<file path="config.mk">
export PLATFORM = sky130hd
export DESIGN_NAME = bht_restore
export DESIGN_NICKNAME = d
export VERILOG_FILES = /design/src/rtl/bht_restore.sv
export SDC_FILE = /design/constraint.sdc
export NUM_CORES = 1
export LEC_CHECK = 0
export BUFFER_PORTS_ARGS = -buffer_cell sky130_fd_sc_hd__buf_4
export CAP_MARGIN = 20
export CORE_MARGIN = 2
export CORE_UTILIZATION = 50
export DETAILED_ROUTE_END_ITERATION = 10
export GPL_TIMING_DRIVEN = 0
export HOLD_SLACK_MARGIN = 0.03
export PLACE_DENSITY = 0.78
export RECOVER_POWER = 50
export SLEW_MARGIN = 20
export SYNTH_ARGS = -nofsm -noshare
export SYNTH_HDL_FRONTEND = slang
export SYNTH_SLANG_ARGS = --single-unit
</file>
<file path="constraint.sdc">
create_clock -name clk_i -period 6.8 [get_ports clk_i]
set_input_delay 0.34 -clock clk_i [delete_from_list [all_inputs] [get_ports clk_i]]
set_output_delay 0.34 -clock clk_i [all_outputs]
set_load 0.05 [all_outputs]
</file>
<file path="src/rtl/bht_restore.sv">
// Purpose: reload the 2-bit-counter BHT from a packed memory image read through a D$ load port.
// Latency: per 64-bit word >=1 REQ + 1 TAG + memory latency + up to 21 WRITE cycles; done_o 1 cycle after last write.
// Backpressure: REQ holds data_req and a stable index until data_gnt; WAIT stalls until data_rvalid.

package bht_restore_pkg;
  localparam int unsigned DCACHE_INDEX_WIDTH = 12;
  localparam int unsigned DCACHE_TAG_WIDTH   = 44;

  typedef struct packed {
    logic [DCACHE_INDEX_WIDTH-1:0] address_index;
    logic [DCACHE_TAG_WIDTH-1:0]   address_tag;
    logic [63:0]                   data_wdata;
    logic                          data_req;
    logic                          data_we;
    logic [7:0]                    data_be;
    logic [1:0]                    data_size;
    logic                          kill_req;
    logic                          tag_valid;
  } dcache_req_i_t;

  typedef struct packed {
    logic        data_gnt;
    logic        data_rvalid;
    logic [63:0] data_rdata;
  } dcache_req_o_t;
endpackage

module bht_restore
  import bht_restore_pkg::*;
#(
  parameter int unsigned NR_ENTRIES   = 1024,
  parameter int unsigned ENT_PER_WORD = 21,
  localparam int unsigned AW = (NR_ENTRIES > 1) ? $clog2(NR_ENTRIES) : 1
) (
  input  logic          clk_i,
  input  logic          rst_i,
  input  logic          start_i,
  input  logic          abort_i,
  input  logic [63:0]   base_addr_i,
  output logic          busy_o,
  output logic          done_o,
  output dcache_req_i_t req_port_o,
  input  dcache_req_o_t req_port_i,
  output logic          bht_we_o,
  output logic [AW-1:0] bht_waddr_o,
  output logic          bht_wvalid_o,
  output logic [1:0]    bht_wctr_o
);

  localparam int unsigned NR_WORDS = (NR_ENTRIES + ENT_PER_WORD - 1) / ENT_PER_WORD;
  localparam int unsigned WCW      = (NR_WORDS > 1) ? $clog2(NR_WORDS) : 1;
  localparam int unsigned SW       = $clog2(ENT_PER_WORD);
  localparam int unsigned ADW      = DCACHE_INDEX_WIDTH + DCACHE_TAG_WIDTH;
  localparam logic [AW-1:0] LAST_IDX  = AW'(NR_ENTRIES - 1);
  localparam logic [SW-1:0] LAST_SLOT = SW'(ENT_PER_WORD - 1);

  typedef enum logic [2:0] {
    S_IDLE,
    S_REQ,
    S_TAG,
    S_WAIT,
    S_WRITE,
    S_DONE
  } state_e;

  state_e           state_q, state_d;
  logic [63:0]      base_q, base_d;
  logic [WCW-1:0]   word_cnt_q, word_cnt_d;
  logic [AW-1:0]    ent_idx_q, ent_idx_d;
  logic [SW-1:0]    slot_q, slot_d;
  logic [63:0]      word_q, word_d;

  logic [ADW-1:0]   rd_addr;
  logic [5:0]       bit_pos;
  logic [2:0]       ent_bits;

  // Current word address and the 3-bit entry selected by the slot counter.
  always_comb begin
    rd_addr  = ADW'(base_q + {{(64-WCW-3){1'b0}}, word_cnt_q, 3'b000});
    bit_pos  = 6'(slot_q) * 6'd3;
    ent_bits = 3'(word_q >> bit_pos);
  end

  // Next-state and output decode; abort and reset suppress any side effect of the current cycle.
  always_comb begin
    state_d      = state_q;
    base_d       = base_q;
    word_cnt_d   = word_cnt_q;
    ent_idx_d    = ent_idx_q;
    slot_d       = slot_q;
    word_d       = word_q;
    busy_o       = 1'b0;
    done_o       = 1'b0;
    req_port_o   = '0;
    bht_we_o     = 1'b0;
    bht_waddr_o  = '0;
    bht_wvalid_o = 1'b0;
    bht_wctr_o   = 2'b00;

    case (state_q)
      S_IDLE: begin
        if (start_i) begin
          base_d     = base_addr_i & ~64'h7;
          word_cnt_d = '0;
          ent_idx_d  = '0;
          slot_d     = '0;
          state_d    = S_REQ;
        end
      end
      S_REQ: begin
        busy_o                   = 1'b1;
        req_port_o.data_req      = 1'b1;
        req_port_o.data_be       = 8'hFF;
        req_port_o.data_size     = 2'b11;
        req_port_o.address_index = rd_addr[DCACHE_INDEX_WIDTH-1:0];
        if (req_port_i.data_gnt) begin
          state_d = S_TAG;
        end
      end
      S_TAG: begin
        busy_o                   = 1'b1;
        req_port_o.tag_valid     = 1'b1;
        req_port_o.address_index = rd_addr[DCACHE_INDEX_WIDTH-1:0];
        req_port_o.address_tag   = rd_addr[ADW-1:DCACHE_INDEX_WIDTH];
        req_port_o.data_be       = 8'hFF;
        req_port_o.data_size     = 2'b11;
        req_port_o.kill_req      = abort_i;
        // A zero-latency hit can return data in the tag cycle itself.
        if (req_port_i.data_rvalid) begin
          word_d  = req_port_i.data_rdata;
          slot_d  = '0;
          state_d = S_WRITE;
        end else begin
          state_d = S_WAIT;
        end
      end
      S_WAIT: begin
        busy_o              = 1'b1;
        req_port_o.kill_req = abort_i;
        if (req_port_i.data_rvalid) begin
          word_d  = req_port_i.data_rdata;
          slot_d  = '0;
          state_d = S_WRITE;
        end
      end
      S_WRITE: begin
        busy_o       = 1'b1;
        bht_we_o     = 1'b1;
        bht_waddr_o  = ent_idx_q;
        bht_wvalid_o = ent_bits[2];
        bht_wctr_o   = ent_bits[1:0];
        ent_idx_d    = ent_idx_q + 1'b1;
        slot_d       = slot_q + 1'b1;
        if (ent_idx_q == LAST_IDX) begin
          state_d = S_DONE;
        end else if (slot_q == LAST_SLOT) begin
          slot_d     = '0;
          word_cnt_d = word_cnt_q + 1'b1;
          state_d    = S_REQ;
        end
      end
      S_DONE: begin
        done_o  = 1'b1;
        state_d = S_IDLE;
      end
      default: begin
        state_d = S_IDLE;
      end
    endcase

    // Abort wins over everything, including a start in the same cycle.
    if (abort_i) begin
      state_d             = S_IDLE;
      done_o              = 1'b0;
      bht_we_o            = 1'b0;
      req_port_o.data_req = 1'b0;
    end
    if (rst_i) begin
      bht_we_o = 1'b0;
    end
  end

  // State and datapath registers with synchronous reset.
  always_ff @(posedge clk_i) begin
    if (rst_i) begin
      state_q    <= S_IDLE;
      base_q     <= '0;
      word_cnt_q <= '0;
      ent_idx_q  <= '0;
      slot_q     <= '0;
      word_q     <= '0;
    end else begin
      state_q    <= state_d;
      base_q     <= base_d;
      word_cnt_q <= word_cnt_d;
      ent_idx_q  <= ent_idx_d;
      slot_q     <= slot_d;
      word_q     <= word_d;
    end
  end

endmodule

</file>
=== Yosys cells after proc, flatten, opt, wreduce, memory -nomap -nowiden ===
Index checks and enable logic that the tools add are counted.

* Add/sub/neg operators: 4
* Multiply operators: 1
* Div/mod/pow operators: 0
* Order comparisons: 0
* Eq/ne operators: 14
* Shifts and indexed selects: 1
* Multiplexer cells: 34
* Bitwise gates (word level): 0
* Reductions and logical operators: 13

{| class="wikitable"
|+ Operator list
! cell !! count
|-
| $shr A64 B6 Y3 || 1
|-
| $add A56 B9 Y56 || 1
|-
| $mux W44 || 1
|-
| $mux W10 || 3
|-
| $mux W5 || 4
|-
| $pmux W10 S2 || 1
|-
| $mux W3 || 6
|-
| $mux W6 || 3
|-
| $pmux W3 S5 || 1
|-
| $pmux W5 S3 || 1
|-
| $mux W12 || 1
|-
| $pmux W6 S2 || 1
|-
| $mux W1 || 11
|-
| $add A10 B1 Y10 const B || 1
|-
| $eq A10 B10 Y1 const B || 1
|-
| $ne A2 B2 Y1 const B || 5
|-
| $reduce_and A4 Y1 || 2
|-
| $add A6 B1 Y6 const B || 1
|-
| $eq A3 B2 Y1 const B || 2
|-
| $eq A3 B3 Y1 const B || 2
|-
| $mul A5 B2 Y6 const B || 1
|-
| $reduce_and A2 Y1 || 3
|-
| $reduce_or A2 Y1 || 3
|-
| $add A5 B1 Y5 const B || 1
|-
| 10 further kinds || 10
|}

* Flip-flop bits (word level): 141
* Latch bits: 0
* Memory bits (writable): 0
* ROM bits: 0
* Bits of input ports: 134
* Output and inout port bits: 150
* Word-level logic and storage cells: 73
* Memories: 0

=== Logic depth before layout (Yosys ltp) ===
Gate-level depths: netlist (run 1).

* Depth after elaboration: 4
* Mapped depth: 10
* Gate-level depth less buffers: 8

=== Worst setup path before layout (run 1) ===
OpenSTA, ideal clock, no wires.

* Path kind: register to output
* Start: reg slot_q[1]
* End: out bht_wctr_o[0]
* Data arrival time: 3587 ps
* Required time: 6460 ps
* Setup slack: 2873 ps
* Stages on the path, launching flop included: 9
* Path buffers: 0
* Cells stage by stage: dfxtp_1 -> ha_1 -> fa_1 -> xnor2_2 -> mux2i_1 -> mux4_2 -> mux2i_1 -> a2111oi_0 -> a311oi_1

* Longest elaborated chain between the ends: 3

{| class="wikitable"
|+ Ends and longest elaborated chain
! element !! RTL line !! text
|-
| from (decl) || 70 || <nowiki>logic [SW-1:0] slot_q, slot_d;</nowiki>
|-
| from (signal assigned) || 197 || <nowiki>slot_q <= slot_d;</nowiki>
|-
| $mul A5 B2 Y6 || 80 || <nowiki>bit_pos = 6'(slot_q) * 6'd3;</nowiki>
|-
| $shr A64 B6 Y3 || 81 || <nowiki>ent_bits = 3'(word_q >> bit_pos);</nowiki>
|-
| $mux W2 || 100 || <nowiki>case (state_q)</nowiki>
|-
| to (decl) || 47 || <nowiki>output logic [1:0] bht_wctr_o</nowiki>
|}

No other way between the ends.

=== Final worst setup path (run 1) ===
* Start: reg slot_q[0]
* End: out bht_wctr_o[1]

Same word-level chain as after synthesis.

==> results of run 1 <==
-- kinds of logic (layout without fill, tap and decap cells) --
group                    after synthesis  in the layout  share of synthesized area (%)
other                                  1             68                         0.0412
adder cells (fa/ha/maj)               16             16                           2.37
AND/OR/NAND/NOR                      497            497                           25.1
XOR/XNOR                              50             50                           4.98
buffers and inverters                165            400                           10.2
multiplexers                          65             65                           13.1
AO/OA/AOI/OAI                        215            215                           13.2
flip-flops                           141            141                           31.0
-- worst reg2reg max path, cell delays in order (launching register included) --
cell,delay (ns)
dfxtp_1,0.32
clkbuf_1,0.33
nor2b_1,0.39
and2_0,0.34
clkbuf_1,0.53
buf_1,0.53
nand2_1,0.20
a21oi_1,0.15
-- layout make-up --
type                            count  area (um^2)  share of cell area, %
Sequential cell                   141         2820                   24.0
Clock buffer                       22          484                   4.11
Buffer                            154          885                   7.52
Inverter                           11         41.3                  0.351
Tap cell                          229          287                   2.43
Timing Repair Buffer              203         1490                   12.7
Multi-Input combinational cell    911         5600                   47.6
Clock inverter                     10          159                   1.35
-- per-layer routing --
layer	part of all wire (%)	track usage (%)
met1	42	35.4
met2	47	44.4
met3	8.3	6.01
met4	3.1	11.6
met5	0	0
-- report_power, final --
group / internal [uW] / switching [uW] / total [uW]
registers: 850 / 27.3 / 877
clock network: 652 / 363 / 1010
logic: 123 / 209 / 332
total: 1620 / 599 / 2220
-- state kept, by name, indices dropped and copies added, names as in the netlist --
name	cells
base_q	53
ent_idx_q	10
slot_q	5
state_q	3
word_cnt_q	6
word_q	64
-- synth_stat cells, types with 21 or more instances --
master    instances
nand2_1         275
a21oi_1         152
dfxtp_1         141
buf_4            77
nor2_1           68
clkbuf_1         61
mux4_2           43
nand3_1          26
xor2_1           26
mux2i_1          22
xnor2_1          22
nand4_1          21
-- stage by stage --
step                      total power (uW)  utilization [%]
after floorplan                       1120                -
after global placement                1220             62.3
after detailed placement              1220             62.3
after CTS                             2230             65.9
after global routing                  2290             65.7
final                                 2220             65.7
-- how the worst max path moves through the flow --
stage | startpoint | endpoint | cells after the start
2_1_floorplan | slot_q[1]$_SDFFE_PP0P_ | bht_wctr_o[0] | 8
3_3_place_gp | slot_q[0]$_SDFFE_PP0P_ | bht_wctr_o[1] | 11
3_5_place_dp | slot_q[0]$_SDFFE_PP0P_ | bht_wctr_o[1] | 11
4_1_cts | slot_q[0]$_SDFFE_PP0P_ | bht_wctr_o[1] | 11
5_1_grt | slot_q[0]$_SDFFE_PP0P_ | bht_wctr_o[1] | 11
6_report | slot_q[0]$_SDFFE_PP0P_ | bht_wctr_o[1] | 11
==> flow_metrics.tcl, run 1 <==
set metrics [dict create \
    status "finished clean" \
    placed_cells 1649 \
    dieArea_mm2 0.0193 \
    antenna_left 0 \
    cts_sinks 141 \
    clock_skew_ns 0.00954 \
    grt_max_degree 17 \
    synth-seq-cells 141 \
    critPathRequiredTime_ns 6.46 \
    synth_edf_count 0 \
    syn_inst 1150 \
    endpoint_kind "output pin" \
    crit_slowest_cell "buf_1" \
    critical_path_class "reg2out" \
    die_y_um 139 \
    rsz0062_at_grt "no" \
    core-area_mm2 0.0179 \
    drtIter0Drc 753 \
    layout.nets 1589 \
    tns_ns 0 \
    first_pass_iters 6 \
    synthFlopType "dfxtp_1" \
    cts_tree "done" \
    dp_hpwl_um 20300 \
    finalCritPeriodShare_pct 66.5 \
    arrival_ns 4.18 \
    final-hold-violation-count 0 \
    cts_resized 0 \
    r2r_slack_ns 3.93 \
    fp.dieW_um 139 \
    hold_path_end "word_q[52]$_SDFFE_PP0P_" \
    leakage_uw 0.00480 \
    yosysTopAreaCellShare_pct 31.0 \
    htree_levels 4 \
    min_period_ns 4.52 \
    fmax_mhz 221 \
    hold_depth 3 \
    timing.critical_path.buf_inv 5 \
    nFillCells 1602 \
    path_delay_family "buffers and inverters" \
    num_vias 9195 \
    path_cells "clkbuf_1 > clkinv_1 > ha_1 > buf_2 > buf_1 > mux4_2 > mux2i_1 > nor3_1 > a2111oi_0 > a211oi_1 > buf_4" \
    clk_pin_slew_ns 0.06 \
    drcViolationCount 0 \
    yosysWarnings 0 \
    fin_ws_ns 2.28 \
    initial_core_util_pct 50.8 \
    routabilityCongestion 0.964 \
    port_buffers 203 \
    final_cell_mix "275 x nand2_1, 272 x buf_4, 152 x a21oi_1, 141 x dfxtp_1, 74 x clkbuf_1" \
    insertedDiodeCount 0 \
    cp_max_fo 10 \
    hold_path_class "in2reg" \
    stdcell_count 1681 \
    grt_pass1_vias 8590 \
    slew_violations 0 \
    vdd_ir_drop_max_v 0.000182 \
    r2r_start "state_q[1]$_SDFFE_PP0P_" \
    postPlaceCellArea_mm2 0.0112 \
    maxSlewHeadroom_pct 49.6 \
    antenna_found_initial 0 \
    place_ws_ns 2.80 \
    fin_area_mm2 0.0118 \
    setup_viol 0 \
    post-cts-setup-buffer-count 0 \
    async_flop_share_pct 0 \
    grt_usage_pct 27.4 \
    netlist_area_mm2 0.00909 \
    io_pins 284 \
    finalWirelength_um 27000 \
    worst_setup_path_start_kind "flip-flop" \
    vias_per_cell 5.47 \
    r2r_cells 7 \
    powerDensity_mw_per_mm2 189 \
    cts_buffer_depth 2 \
    final_common_cell "nand2_1" \
    overflow 0 \
    tightest_slew_ns 0.757 \
    crit_path_max_incr_delay_ns 0.52 \
    rows 49 \
    drive_gt1_share_pct 25.2 \
    wire_per_inst_um 16.1 \
    min-delay-start "req_port_i[52]" \
    hold-worst-slack_ns 0.151 \
    grt_pass1_wl_um 43100 \
    ctsHoldBuffers 0 \
    maxCapViolCount 0 \
    cts_buffers 17 \
    yosysSeqAreaShare_pct 31.0 \
    insertion_delay_ns 0.43 \
    ys_top_cells_by_area "dfxtp_1 31%, nand2_1 11%, mux4_2 11%" \
    yosysTopAreaCell "dfxtp_1" \
    syn_to_final_growth_pct 29.4 \
    r2r_end "word_q[0]$_SDFFE_PP0P_" \
    cts-root-buf "clkbuf_16" \
    avgSynthCellArea_um2 7.91 \
    ys_types 64 \
]
Note: power is estimated with default switching activity, not from simulation.
==> inputs of run 2 (changes only) <==
==> constraint.sdc (replaced) <==
create_clock -name clk_i -period 4.3 [get_ports clk_i]
set_input_delay 0.215 -clock clk_i [delete_from_list [all_inputs] [get_ports clk_i]]
set_output_delay 0.215 -clock clk_i [all_outputs]
set_load 0.05 [all_outputs]
==> run 2 against run 1 <==
Via count increased by 1.1%. Core utilization increased by 1.0 points. Combinational power increased by 62%. Final cell count increased by 1.1%. Largest power group unchanged. Sequential cell count unchanged. Global-route usage increased by 0.31 points. Non-clock buffer count increased by 18.
==> flow_metrics.tcl, run 2 (synthesized netlist as in run 1, its figures left out) <==
set metrics [dict create \
    die_y_um 139 \
    critPathRequiredTime_ns 4.09 \
    num_vias 9294 \
    rsz0062_at_grt "no" \
    hold_path_end "word_q[19]$_SDFFE_PP0P_" \
    cts_sinks 141 \
    place_ws_ns 0.428 \
    critical_path_class "reg2out" \
    worst_setup_path_start_kind "flip-flop" \
    grt_pass1_wl_um 43600 \
    rows 49 \
    htree_levels 4 \
    cts-root-buf "clkbuf_16" \
    final_common_cell "nand2_1" \
    path_cells "ha_1 > fa_1 > buf_2 > clkbuf_1 > clkbuf_1 > nor2_1 > o32ai_1 > a2111oi_0 > a211oi_1 > buf_4" \
    r2r_cells 7 \
    insertedDiodeCount 0 \
    setup_viol 0 \
    initial_core_util_pct 50.8 \
    clock_skew_ns 0.00818 \
    top_register "word_q" \
    r2r_start "state_q[1]$_SDFFE_PP0P_" \
    leakage_uw 0.00487 \
    vdd_ir_drop_max_v 0.000292 \
    crit_top_cell "clkbuf_1" \
    dp_hpwl_um 20300 \
    finalWirelength_um 27400 \
    crit_path_max_incr_delay_ns 0.50 \
    fin_ws_ns 0.132 \
    r2r_slack_ns 1.41 \
    powerDensity_mw_per_mm2 296 \
    port_buffers 203 \
    min-delay-start "req_port_i[19]" \
    drcViolationCount 0 \
    grt_max_degree 17 \
    vias_per_cell 5.47 \
    core-area_mm2 0.0179 \
    clk_pin_slew_ns 0.06 \
    cp_max_fo 10 \
    fp.dieW_um 139 \
    wire_per_inst_um 16.1 \
    syn_to_final_growth_pct 31.4 \
    arrival_ns 3.95 \
    overflow 0 \
    antenna_found_initial 0 \
    dieArea_mm2 0.0193 \
    hold_path_class "in2reg" \
    endpoint_kind "output pin" \
    fmax_mhz 240 \
    drive_gt1_share_pct 25.0 \
    cts_buffer_depth 2 \
    layout.nets 1607 \
    tightest_slew_ns 0.764 \
    finalCritPeriodShare_pct 96.9 \
    tns_ns 0 \
    routabilityCongestion 0.964 \
    cts_tree "done" \
    insertion_delay_ns 0.43 \
    maxCapViolCount 0 \
    antenna_left 0 \
    maxSlewHeadroom_pct 49.1 \
    largestRegisters "word_q (64), base_q (53), ent_idx_q (10)" \
    io_pins 284 \
    r2r_end "word_q[0]$_SDFFE_PP0P_" \
    final-hold-violation-count 0 \
    final_cell_mix "275 x nand2_1, 269 x buf_4, 152 x a21oi_1, 141 x dfxtp_1, 74 x clkbuf_1" \
    cts_buffers 17 \
    grt_usage_pct 27.7 \
    post-cts-setup-buffer-count 0 \
    crit_slowest_cell "fa_1" \
    largest_reg_flops 64 \
    slew_violations 0 \
    grt_pass1_vias 8699 \
    first_pass_iters 6 \
    hold_depth 3 \
    drtIter0Drc 780 \
    min_period_ns 4.17 \
    fin_util_pct 66.8 \
    startpoint "slot_q[1]$_SDFFE_PP0P_" \
    status "finished clean" \
]
==> run 2: worst max path at each step <==
stage                    end  cells past startpoint
2_1_floorplan  bht_wctr_o[0]                      8
3_3_place_gp   bht_wctr_o[1]                     11
3_5_place_dp   bht_wctr_o[1]                     11
4_1_cts        bht_wctr_o[0]                     11
5_1_grt        bht_wctr_o[1]                     10
6_report       bht_wctr_o[1]                     10
==> run 2: per-layer routing <==
layer  vias up  track usage [%]  wire length (um)
met1      4298             35.7             11300
met4         0             11.6               898
li1       4469                -                 -
met3        78             5.87              2180
met2       449             45.2             12900
met5         -                0                 0
==> run 2: timing repair <==
action	4_1_cts	5_1_grt
endpoints found under the hold margin	19	0
gates resized for setup	1	7
endpoints found under the setup margin	1	3
hold buffers	18	0
==> run 2: through the flow <==
stage               cells  hold WS (ns)  total power (uW)  area, um^2
global placement     1649         0.444              1930       11200
global route         1699        0.0354              3630       12000
detailed placement   1649         0.447              1930       11200
CTS                  1699        0.0303              3530       12000
floorplan            1217         0.293              1770        9350
finish               1699        0.0314              3530       12000
==> run 2: layout make-up <==
cell class                 count  area, um^2
clock inverter                10         159
fill                        1570        5950
tap                          229         287
sequential                   141        2820
clock buffer                  22         484
timing repair buffer         221        1660
buffer                       154         888
multi-input combinational    911        5610
inverter                      11        42.5
==> run 2: critical path, delay by kind of cell (launching register included) <==
family                     cells  cell delay [ns]
DFF                            1             0.36
buffers and inverters          4             1.50
adders and majority gates      2             0.78
and+or+nand+nor                1             0.10
AOI/OAI and AO/OA              3             0.75
==> run 2: report_power, final <==
group          internal [uW]  switching (uW)  total [uW]  leakage, uW
logic                    204             334         538      0.00341
clock network           1030             578        1610     0.000313
registers               1340            43.4        1390      0.00115
==> inputs of run 3 (changes only) <==
==> constraint.sdc (replaced) <==
create_clock -name clk_i -period 4.3 [get_ports clk_i]
set_input_delay 0.215 -clock clk_i [delete_from_list [all_inputs] [get_ports clk_i]]
set_output_delay 0.215 -clock clk_i [all_outputs]
set_load 0.005 [all_outputs]
==> run 3 against run 2 <==
Routed wire length decreased by 0.54%. Highest routed layer unchanged. Final cell count did not move. Final area increased by 0.20%. Critical path type unchanged.
==> flow_metrics.tcl, run 3 (synthesized netlist as in run 1, its figures left out) <==
set metrics [dict create \
    port_buffers 203 \
    io_pins 284 \
    fmax_mhz 244 \
    r2r_slack_ns 1.41 \
    dr_wl_met2_um 12800 \
    pwr-share-comb_pct 11.2 \
    wl_met1_um 11300 \
    fp.dieW_um 139 \
    arrival_ns 3.89 \
    clock_skew_ns 0.00859 \
    cts_buffers 17 \
    cts_tree "done" \
    startpoint "slot_q[1]$_SDFFE_PP0P_" \
    hold_path_end "word_q[19]$_SDFFE_PP0P_" \
    grt_pass1_vias 8699 \
    min-delay-start "req_port_i[19]" \
    critical_path_class "reg2out" \
    hold_depth 3 \
    cts-root-buf "clkbuf_16" \
    pwr-share-clk_pct 47.6 \
    p_int_uw 2580 \
    finalWirelength_um 27200 \
    final-hold-violation-count 0 \
    powerDensity_mw_per_mm2 281 \
    grt_max_degree 17 \
    r2r_end "word_q[0]$_SDFFE_PP0P_" \
    wire_per_inst_um 16.0 \
    maxCapViolCount 0 \
    finalCritPeriodShare_pct 95.5 \
    critPathRequiredTime_ns 4.09 \
    insertedDiodeCount 0 \
    dr_wl_met3_um 2160 \
    maxSlewHeadroom_pct 50.2 \
    rsz0062_at_grt "no" \
    min_period_ns 4.11 \
    syn_to_final_growth_pct 31.7 \
    final_common_cell "nand2_1" \
    largest_reg_flops 64 \
    vdd_ir_drop_max_v 0.000290 \
    largestRegisters "word_q (64), base_q (53), ent_idx_q (10)" \
    cts_sinks 141 \
    antenna_found_initial 0 \
    slew_violations 0 \
    drtIter0Drc 767 \
    nFillCells 1560 \
    overflow 0 \
    path_delay_family "adder cells" \
    layout.nets 1607 \
    p_sw_share_pct 23.5 \
    crit_path_max_incr_delay_ns 0.61 \
    r2r_start "state_q[1]$_SDFFE_PP0P_" \
    htree_levels 4 \
    drcViolationCount 0 \
    post-cts-setup-buffer-count 0 \
    tns_ns 0 \
    antenna_left 0 \
    cts_buffer_depth 2 \
    crit_slowest_cell "xnor2_2" \
    timing.critical_path.buf_inv 2 \
    num_vias 9239 \
    dp_hpwl_um 20300 \
    grt_pass1_wl_um 43600 \
    status "finished clean" \
    dr.max_layer_used "met4" \
    initial_core_util_pct 50.8 \
    endpoint_kind "output pin" \
    hold-worst-slack_ns 0.0320 \
    rows 49 \
    vias_per_cell 5.44 \
    drive_gt1_share_pct 25.5 \
    setup_viol 0 \
    seqPwrFrac_pct 41.2 \
    worst_setup_path_start_kind "flip-flop" \
    tightest_slew_ns 0.748 \
    routabilityCongestion 0.964 \
    leakage_uw 0.00490 \
    core-area_mm2 0.0179 \
    final_cell_mix "275 x nand2_1, 264 x buf_4, 152 x a21oi_1, 141 x dfxtp_1" \
    cp_max_fo 10 \
    clk_pin_slew_ns 0.06 \
    crit_top_cell "mux2i_1" \
    p_sw_uw 793 \
    r2r_cells 7 \
    first_pass_iters 6 \
    insertion_delay_ns 0.43 \
    grt_usage_pct 27.7 \
    path_cells "ha_1 > fa_1 > xnor2_2 > clkbuf_1 > mux4_2 > mux2i_1 > mux2i_1 > o2111ai_1 > o31ai_1 > buf_4" \
    dieArea_mm2 0.0193 \
    top_register "word_q" \
    hold_path_class "in2reg" \
    die_y_um 139 \
]
-- run 3: changes by cell type in the layout (fill, tap and decap cells not counted), sizes merged --
cell      change
clkbuf        +4
clkinvlp      -1
clkinv        +1
buf           -4
-- run 3: layer usage --
metal	vias up	track usage (%)
met3	78	5.87
met5	-	0
met1	4256	35.7
met2	442	45.2
li1	4463	-
met4	0	11.6
-- run 3: worst max-delay path by stage --
stage | end | depth (start not counted)
floorplan | bht_wctr_o[1] | 10
global placement | bht_wctr_o[1] | 11
detailed placement | bht_wctr_o[1] | 11
CTS | bht_wctr_o[0] | 11
global route | bht_wvalid_o | 10
finish | bht_wvalid_o | 10
-- run 3: final cells by class --
| cell class | count | area, um^2 | share of cell area, % |
|---|---|---|---|
| Inverter | 11 | 41.3 | 0.345 |
| Buffer | 154 | 887 | 7.41 |
| Clock buffer | 22 | 484 | 4.04 |
| Timing Repair Buffer | 221 | 1700 | 14.2 |
| Multi-Input combinational cell | 911 | 5600 | 46.7 |
| Clock inverter | 10 | 159 | 1.33 |
| Sequential cell | 141 | 2820 | 23.6 |
| Tap cell | 229 | 287 | 2.39 |
-- run 3: stage by stage --
stage / power (uW) / setup slack, ns / instances / cell area, um^2 / utilization, %
4_1_cts: 3370 / 0.183 / 1699 / 12000 / 66.9
3_5_place_dp: 1770 / 0.484 / 1649 / 11200 / 62.3
6_report: 3370 / 0.195 / 1699 / 12000 / 66.9
2_1_floorplan: 1610 / 1.40 / 1217 / 9350 / -
3_3_place_gp: 1760 / 0.535 / 1649 / 11200 / 62.3
5_1_grt: 3480 / 0.00910 / 1699 / 12000 / 66.9
-- run 3: tightest hold or removal path, stage by stage --
cell and delay, ns:
buf_4 0.11, nand2_1 0.05, a21oi_1 0.05
-- run 3: power groups by stage --
stage                     sequential, uW  clock [uW]  combinational (uW)
after floorplan                     1400           0                 208
after global placement              1410           0                 354
after detailed placement            1410           0                 360
after CTS                           1390        1610                 374
after global routing                1390        1670                 416
final                               1390        1600                 378
-- run 3: timing repair --
item	4_1_cts	5_1_grt
hold buffers	18	0
setup endpoints to repair	1	2
endpoints found under the hold margin	19	0
gates cloned	0	0
gates resized for setup	1	2
